<file path="src/rtl/serial_adder_arbiter.sv">
// serial_adder_arbiter: round-robin front end for one shared bit-serial adder.
// A granted operand pair is added LSB-first over WORDWIDTH cycles. The sum,
// carry and requester ID are then held on a response channel until accepted.
module serial_adder_arbiter #(
  parameter  int WORDWIDTH = 8,
  parameter  int NUM_REQ   = 4,
  localparam int IDW       = $clog2(NUM_REQ)
) (
  input  logic                           clk,
  input  logic                           rst_n,
  input  logic [NUM_REQ-1:0]             req_valid,
  input  logic [NUM_REQ*WORDWIDTH-1:0]   req_a,
  input  logic [NUM_REQ*WORDWIDTH-1:0]   req_b,
  output logic [NUM_REQ-1:0]             req_ready,
  output logic                           rsp_valid,
  input  logic                           rsp_ready,
  output logic [WORDWIDTH-1:0]           rsp_sum,
  output logic                           rsp_cout,
  output logic [IDW-1:0]                 rsp_id,
  output logic                           busy
);

  localparam int CW = $clog2(WORDWIDTH);

  localparam logic [1:0] ST_IDLE  = 2'd0;
  localparam logic [1:0] ST_SHIFT = 2'd1;
  localparam logic [1:0] ST_RESP  = 2'd2;

  logic [1:0]           state_q,   state_d;
  logic [IDW-1:0]       ptr_q,     ptr_d;
  logic [CW-1:0]        cnt_q,     cnt_d;
  logic                 carry_q,   carry_d;
  logic [WORDWIDTH-1:0] a_sr_q,    a_sr_d;
  logic [WORDWIDTH-1:0] b_sr_q,    b_sr_d;
  logic [WORDWIDTH-1:0] sum_sr_q,  sum_sr_d;
  logic [IDW-1:0]       id_q,      id_d;
  logic [WORDWIDTH-1:0] rsp_sum_q, rsp_sum_d;
  logic                 rsp_cout_q, rsp_cout_d;
  logic [IDW-1:0]       rsp_id_q,  rsp_id_d;
  logic                 rsp_valid_q, rsp_valid_d;

  logic [WORDWIDTH-1:0] op_a [NUM_REQ];
  logic [WORDWIDTH-1:0] op_b [NUM_REQ];
  logic                 grant_found;
  logic [IDW-1:0]       grant_id;
  logic [IDW-1:0]       cand;
  logic                 fa_s;
  logic                 fa_c;
  logic                 in_idle;

  assign in_idle = (state_q == ST_IDLE);

  // Unpack operands and form the one-hot grant. The grant is held low while
  // reset is asserted so no requester sees a handshake during reset.
  genvar gi;
  generate
    for (gi = 0; gi < NUM_REQ; gi++) begin : g_req
      assign op_a[gi]      = req_a[gi*WORDWIDTH +: WORDWIDTH];
      assign op_b[gi]      = req_b[gi*WORDWIDTH +: WORDWIDTH];
      assign req_ready[gi] = rst_n && in_idle && grant_found && (grant_id == IDW'(gi));
    end
  endgenerate

  // Round-robin search: first valid requester at or after the pointer.
  always_comb begin
    grant_found = 1'b0;
    grant_id    = '0;
    cand        = '0;
    for (int k = 0; k < NUM_REQ; k++) begin
      cand = IDW'((int'(ptr_q) + k) % NUM_REQ);
      if (!grant_found && req_valid[cand]) begin
        grant_found = 1'b1;
        grant_id    = cand;
      end
    end
  end

  // The single shared full adder works on the operand LSBs and the carry flop.
  assign fa_s = a_sr_q[0] ^ b_sr_q[0] ^ carry_q;
  assign fa_c = (a_sr_q[0] & b_sr_q[0]) | (carry_q & (a_sr_q[0] ^ b_sr_q[0]));

  // Next-state logic for the IDLE -> SHIFT -> RESP sequence.
  always_comb begin
    state_d     = state_q;
    ptr_d       = ptr_q;
    cnt_d       = cnt_q;
    carry_d     = carry_q;
    a_sr_d      = a_sr_q;
    b_sr_d      = b_sr_q;
    sum_sr_d    = sum_sr_q;
    id_d        = id_q;
    rsp_sum_d   = rsp_sum_q;
    rsp_cout_d  = rsp_cout_q;
    rsp_id_d    = rsp_id_q;
    rsp_valid_d = rsp_valid_q;
    case (state_q)
      ST_IDLE: begin
        if (grant_found) begin
          a_sr_d  = op_a[grant_id];
          b_sr_d  = op_b[grant_id];
          carry_d = 1'b0;
          cnt_d   = '0;
          id_d    = grant_id;
          ptr_d   = (grant_id == IDW'(NUM_REQ - 1)) ? '0 : grant_id + 1'b1;
          state_d = ST_SHIFT;
        end
      end
      ST_SHIFT: begin
        carry_d  = fa_c;
        a_sr_d   = a_sr_q >> 1;
        b_sr_d   = b_sr_q >> 1;
        sum_sr_d = {fa_s, sum_sr_q[WORDWIDTH-1:1]};
        cnt_d    = cnt_q + 1'b1;
        if (cnt_q == CW'(WORDWIDTH - 1)) begin
          cnt_d       = '0;
          rsp_sum_d   = {fa_s, sum_sr_q[WORDWIDTH-1:1]};
          rsp_cout_d  = fa_c;
          rsp_id_d    = id_q;
          rsp_valid_d = 1'b1;
          state_d     = ST_RESP;
        end
      end
      ST_RESP: begin
        if (rsp_ready) begin
          rsp_valid_d = 1'b0;
          state_d     = ST_IDLE;
        end
      end
      default: begin
        rsp_valid_d = 1'b0;
        state_d     = ST_IDLE;
      end
    endcase
  end

  // State registers; reset aborts any add in flight without a response.
  always_ff @(posedge clk or negedge rst_n) begin
    if (!rst_n) begin
      state_q     <= ST_IDLE;
      ptr_q       <= '0;
      cnt_q       <= '0;
      carry_q     <= 1'b0;
      a_sr_q      <= '0;
      b_sr_q      <= '0;
      sum_sr_q    <= '0;
      id_q        <= '0;
      rsp_sum_q   <= '0;
      rsp_cout_q  <= 1'b0;
      rsp_id_q    <= '0;
      rsp_valid_q <= 1'b0;
    end else begin
      state_q     <= state_d;
      ptr_q       <= ptr_d;
      cnt_q       <= cnt_d;
      carry_q     <= carry_d;
      a_sr_q      <= a_sr_d;
      b_sr_q      <= b_sr_d;
      sum_sr_q    <= sum_sr_d;
      id_q        <= id_d;
      rsp_sum_q   <= rsp_sum_d;
      rsp_cout_q  <= rsp_cout_d;
      rsp_id_q    <= rsp_id_d;
      rsp_valid_q <= rsp_valid_d;
    end
  end

  assign rsp_valid = rsp_valid_q;
  assign rsp_sum   = rsp_sum_q;
  assign rsp_cout  = rsp_cout_q;
  assign rsp_id    = rsp_id_q;
  assign busy      = !in_idle;

endmodule

</file>
<file path="config.mk">
export PLATFORM = sky130hd
export DESIGN_NAME = serial_adder_arbiter
export DESIGN_NICKNAME = d
export VERILOG_FILES = /design/src/rtl/serial_adder_arbiter.sv
export SDC_FILE = /design/constraint.sdc
export NUM_CORES = 1
export LEC_CHECK = 0
export CAP_MARGIN = 25
export CORE_UTILIZATION = 48
export CTS_CLUSTER_SIZE = 10
export DETAILED_ROUTE_END_ITERATION = 10
export PLACE_DENSITY = 0.85
export SETUP_SLACK_MARGIN = 0.15
export SLEW_MARGIN = 20
export SYNTH_ARGS = -nofsm -noshare
export SYNTH_HDL_FRONTEND = slang
export SYNTH_SLANG_ARGS = --single-unit
</file>
<file path="constraint.sdc">
create_clock -name clk -period 2.7 [get_ports clk]
set_input_delay 0.27 -clock clk [delete_from_list [all_inputs] [get_ports clk]]
set_output_delay 0.27 -clock clk [all_outputs]
set_load 0.02 [all_outputs]
</file>
# [Word level (Yosys, flattened, before mapping)]
# Cells that the tools add are included.
[totals] register_bits=46 input_bits=71
[classes] add_sub_neg=5 order_cmp=5 eq_ne=9 muxes=39 bitwise_logic=7 reduce_logical=21
[ops] cell="8-bit 2-to-1 mux" count=6
[ops] cell="8-bit binary-select mux with 2-bit select" count=2
[ops] cell="8-bit case mux with 2 select lines" count=2
[ops] cell="2-bit 2-to-1 mux" count=8
[ops] cell="2-bit by 3-bit < comparator with 1-bit output (second input constant)" count=4
[ops] cell="1-bit 2-to-1 mux" count=11
[ops] cell="1-bit logical AND" count=9
[ops] cell="1-bit binary-select mux with 2-bit select" count=4
[ops] cell="2-bit == test (second input constant)" count=3
[ops] cell="3-bit 2-to-1 mux" count=2
[ops] cell="2-bit inequality test (second input constant)" count=3
[ops] cell="2-bit case mux with 3 select lines" count=1
[ops] cell="3-bit case mux with 2 select lines" count=1
[ops] cell="2-bit AND reduction" count=3
[ops] cell="3-bit AND reduction" count=2
[ops] cell="2-bit by 1-bit adder with 2-bit output (second input constant)" count=2
[ops] cell="2-bit adder (second input constant)" count=2
[ops] cell="2-bit by 1-bit == test with 1-bit output (second input constant)" count=2
[ops] cell="1-bit zero test" count=4
[ops] cell="2-bit zero test" count=2
[ops] cell="3-bit by 1-bit adder with 3-bit output (second input constant)" count=1
[ops] cell="3-bit == test (second input constant)" count=1
[ops] cell="3-bit greater-or-equal comparator (second input constant)" count=1
[ops] cell="2-bit inverter with 3-bit output" count=1
[ops] cell="other kinds (7)" count=9

# [Depth between registers and ports, before layout]
[depth] depth_word=18 depth_mapped=8

# [Worst setup path before layout]
# OpenSTA, ideal clock, no wires.
[synth_timing] kind="register to output" startpoint="register ptr_q[0]" endpoint="output req_ready[2]" arrival_ns=1.613 t_required_ns=2.430 path_slack_ns=0.817 stages_incl_launch_ff=9 n_path_buf=2 path_cell_list="dfrtp_1 > nor2b_1 > nor4_2 > or2_1 > buf_4 > inv_6 > buf_8 > ha_1 > and3_1"
[synth_between] elab_chain_cells=14 elab_cells_between_ends=28
[synth_rtl] element="start, declared" line="30" source="logic [IDW-1:0] ptr_q, ptr_d;"
[synth_rtl] element="start signal, assigned" line="153" source="ptr_q <= ptr_d;"
[synth_rtl] element="parallel branches: the longest is 11 deep, another holds 2-bit by 1-bit adder with 2-bit output"
[synth_rtl] element="2-bit 2-to-1 mux *" line="71" source="if (!grant_found && req_valid[cand]) begin"
[synth_rtl] element="named net grant_id[0]" line="45" source="logic [IDW-1:0] grant_id;"
[synth_rtl] element="2-bit == test *" line="60" source="assign req_ready[gi] = rst_n && in_idle && grant_found && (grant_id == IDW'(gi));"
[synth_rtl] element="1-bit logical AND *" line="60"
[synth_rtl] element="end, declared" line="14" source="output logic [NUM_REQ-1:0] req_ready,"
# Mark *: on every way through the listed nets, which the timed path passes. The select of a mux whose other input is x is not followed.

# [Worst setup path in the final report]
[layout_timing] startpoint="input req_valid[3]" endpoint="output req_ready[2]"
[layout_between] elab_chain_cells=14 elab_cells_between_ends=25
[layout_rtl] element="start, declared" line="11" source="input logic [NUM_REQ-1:0] req_valid,"
[layout_rtl] element="1-bit binary-select mux with 2-bit select" line="71"
[layout_rtl] element="1-bit 2-to-1 mux (not written as such)" line="71"
[layout_rtl] element="1-bit 2-to-1 mux" line="71"
[layout_rtl] element="1-bit zero test" line="71"
[layout_rtl] element="1-bit logical AND" line="71"
[layout_rtl] element="1-bit 2-to-1 mux" line="71"
[layout_rtl] element="1-bit zero test" line="71"
[layout_rtl] element="1-bit logical AND" line="71"
[layout_rtl] element="1-bit 2-to-1 mux" line="71"
[layout_rtl] element="1-bit zero test" line="71"
[layout_rtl] element="1-bit logical AND" line="71"
[layout_rtl] element="2-bit 2-to-1 mux / 1-bit 2-to-1 mux (equally long branches)" line="71"
[layout_rtl] element="2-bit == test / 1-bit logical AND (equally long branches)" line="60"
[layout_rtl] element="1-bit logical AND *" line="60"
# Every way passes the cells marked *; elsewhere a longest branch is shown, timed or not. The select of a mux whose other input is x is not followed.

==> qor.csv <==
metric;value;unit
maxCapViolations;0;
slowest_delay;520;ps
busiest_layer;met2;
clock_sinks;45;
placedInstanceArea;3380;sq um
fin_crit;2420;ps
ctsRootBufferMaster;clkbuf_8;
synth_top_area_frac;0.465;
antennaDiodeCount;0;
route.detailed.wl_per_inst;15.5;um
start_util;0.506;
path_cells;clkdlybuf4s50_1 > nor2_1 > nor4b_2 > or2_4 > inv_6 > ha_1 > and3_1 > dlygate4sd2_1;
yosysUniqueCellTypes;36;
post_cts_resized;5;
io_pins;88;
drtIter0Drc;102;
cts_setup_buffers;0;
synth_seq_area_share;0.465;
syn_inst;229;
grt_pass1_vias;2032;
synth_ff_type;dfrtp_1;
clkLatencyLatePin;300;ps
clock_path_buffers;2;
setup_violations;0;
synth_fp_nets;307;
drive_gt1_frac;0.112;
power.leakage;1.62;nW
antenna_found_initial;0;
drt_drc_violations_left;0;
endpoint_kind;output port;
start_kind;primary input;
synth_edf_count;0;
cts_hold_buffers;0;
criticalPathCategory;in -> out;
crit_path_max_fanout;4;
final_nets;398;
use_met3;0.0566;
yosys_warnings;0;
synthTopCellsByCount;45 x dfrtp_1, 37 x nand2_1, 30 x mux2i_1;
htree_num_levels;2;
area_growth_syn_to_layout;44.0;%
gp_congestion;0.857;
hp-class;in -> async;
outcome;finished clean;
final_cells;388;
fin_crit_sh;0.896;
grt_util_met1;0.294;
dp.cells;380;
required;2430;ps
vdd_drop_max;0.000582;V
postRouteAntennaNets;0;
postSynthAreaPerCell;10.6;sq um
dieHeight;73.0;um
p_per_area;953;nW/um^2
synth.most_common_cell;dfrtp_1;
maxSlewViolCount;0;
cts_tree;yes;
worst_ep_arrival_time;2150;ps
grt_max_degree;46;
coreArea;4790;sq um
die-area;5330;sq um
ys_ff_latch;45;
grt_overflow;0;
core.rowCount;25;
finClkSkew;9.93;ps
synth.largest_area_cell;dfrtp_1;
vias;2100;
place_hpwl;4.57;mm
fin_area;3490;sq um
slew_headroom;0.531;
grt_setup_unrepaired;false;
use_met2;0.407;
viasPerCell;5.41;
crit_slowest_cell;clkdlybuf4s50_1;
worst_slew_pin_slew;703;ps
p_total;0.00332;W
numCtsBuffers;5;
synth.area.top_cells;dfrtp_1 47%, mux2i_1 12%, nand2_1 5.7%;
cts.clk_slew.worst_paths;80;ps
io_buffer_count;87;
fmax;413;MHz
hold_violations;0;
die_w;73.0;um
syn_area;2420;sq um
ys_async_sr_fraction;1.00;
grt_use_total;0.236;
wl;6.01;mm
grt_pass1_wl;9.54;mm
first_pass_iters;6;
-- power by group --
| group | switching [W] | total, W | leakage, nW | internal, W |
|---|---|---|---|---|
| logic | 0.000848 | 0.00165 | 1.00 | 0.000798 |
| registers | 0.000187 | 0.00117 | 0.564 | 0.000984 |
| clock network | 0.000226 | 0.000504 | 0.0554 | 0.000278 |
| total | 0.00126 | 0.00332 | 1.62 | 0.00206 |
-- critical path: cells and delay by family --
kind          cells  cell delay [ps]
buf+inv           3              870
simple gates      4              810
fa+ha+maj         1              190
-- area by class of cell --
cell class | count | area [sq um]
fill | 374 | 1300
inverter | 7 | 31.3
clock buffer | 6 | 72.6
multi-input combinational | 164 | 1200
tap | 67 | 83.8
timing repair buffer | 97 | 936
sequential | 45 | 1130
clock inverter | 2 | 38.8
-- cell usage in the layout, fill, tap and decap left out, drive strengths merged --
cell type,synthesis,routed
o221ai,15,15
o211a,1,1
ha,6,6
nor2b,5,5
o21ai,11,11
o21a,1,1
inv,7,7
or2,1,1
nand3,1,1
clkbuf,5,6
clkdlybuf4s50,0,82
fa,1,1
nor3b,1,1
dfrtp,45,45
nand2,40,40
a22oi,8,8
clkinv,0,1
mux2i,30,30
a21oi,6,6
nor4,1,1
a2bb2oi,1,1
and3,9,9
nor4b,1,1
o31ai,1,1
or4,1,1
a22o,1,1
a211oi,1,1
bufinv,0,1
o21bai,1,1
dlygate4sd2,0,4
and2,1,1
nand2b,3,3
buf,8,11
nor2,6,6
mux2,10,10
-- state kept, by name, indices dropped and copies added, names as in the netlist, 3 cells and up --
name	cells
a_sr_q	8
b_sr_q	8
rsp_sum	8
sum_sr_q	7
cnt_q	3
-- metrics by stage --
stage	worst slack, ps	setup TNS [ps]	hold WS, ps	util
2_1_floorplan	817	0	-25.6	-
3_3_place_gp	73.0	0	444	0.706
3_5_place_dp	-56.9	-107	452	0.706
4_1_cts	277	0	134	0.728
5_1_grt	196	0	193	0.728
6_report	280	0	115	0.728
-- final timing paths --
| path | from | end | slack [ps] | depth (start not counted) |
|---|---|---|---|---|
| worst max-delay path | req_valid[3] | req_ready[2] | 280 | 8 |
| worst min-delay path | rst_n | b_sr_q[0] | 110 | 2 |
| worst max register to register | state_q[1] | a_sr_q[5] | 880 | 4 |
| worst min register to register | id_q[1] | id_q[1] | 480 | 2 |
| max in group asynchronous | rst_n | b_sr_q[6] | 2200 | 2 |
| min in group clk | id_q[1] | id_q[1] | 480 | 2 |
-- logic make-up (layout without fill, tap and decap cells) --
kind of cell / Yosys count / in the layout / share of synthesized area
adders and majority gates: 7 / 7 / 0.0393
muxes: 40 / 40 / 0.171
AOI/OAI and AO/OA: 47 / 47 / 0.138
and+or+nand+nor: 70 / 70 / 0.143
buffers and inverters: 20 / 112 / 0.0439
DFF: 45 / 45 / 0.465
-- metal layers --
layer	vias to the layer above	share of wire
met5	-	0
met4	0	0.0083
met3	4	0.075
met2	84	0.51
met1	1003	0.41
li1	1009	-
No activity file was read; power rests on OpenSTA's default activity.
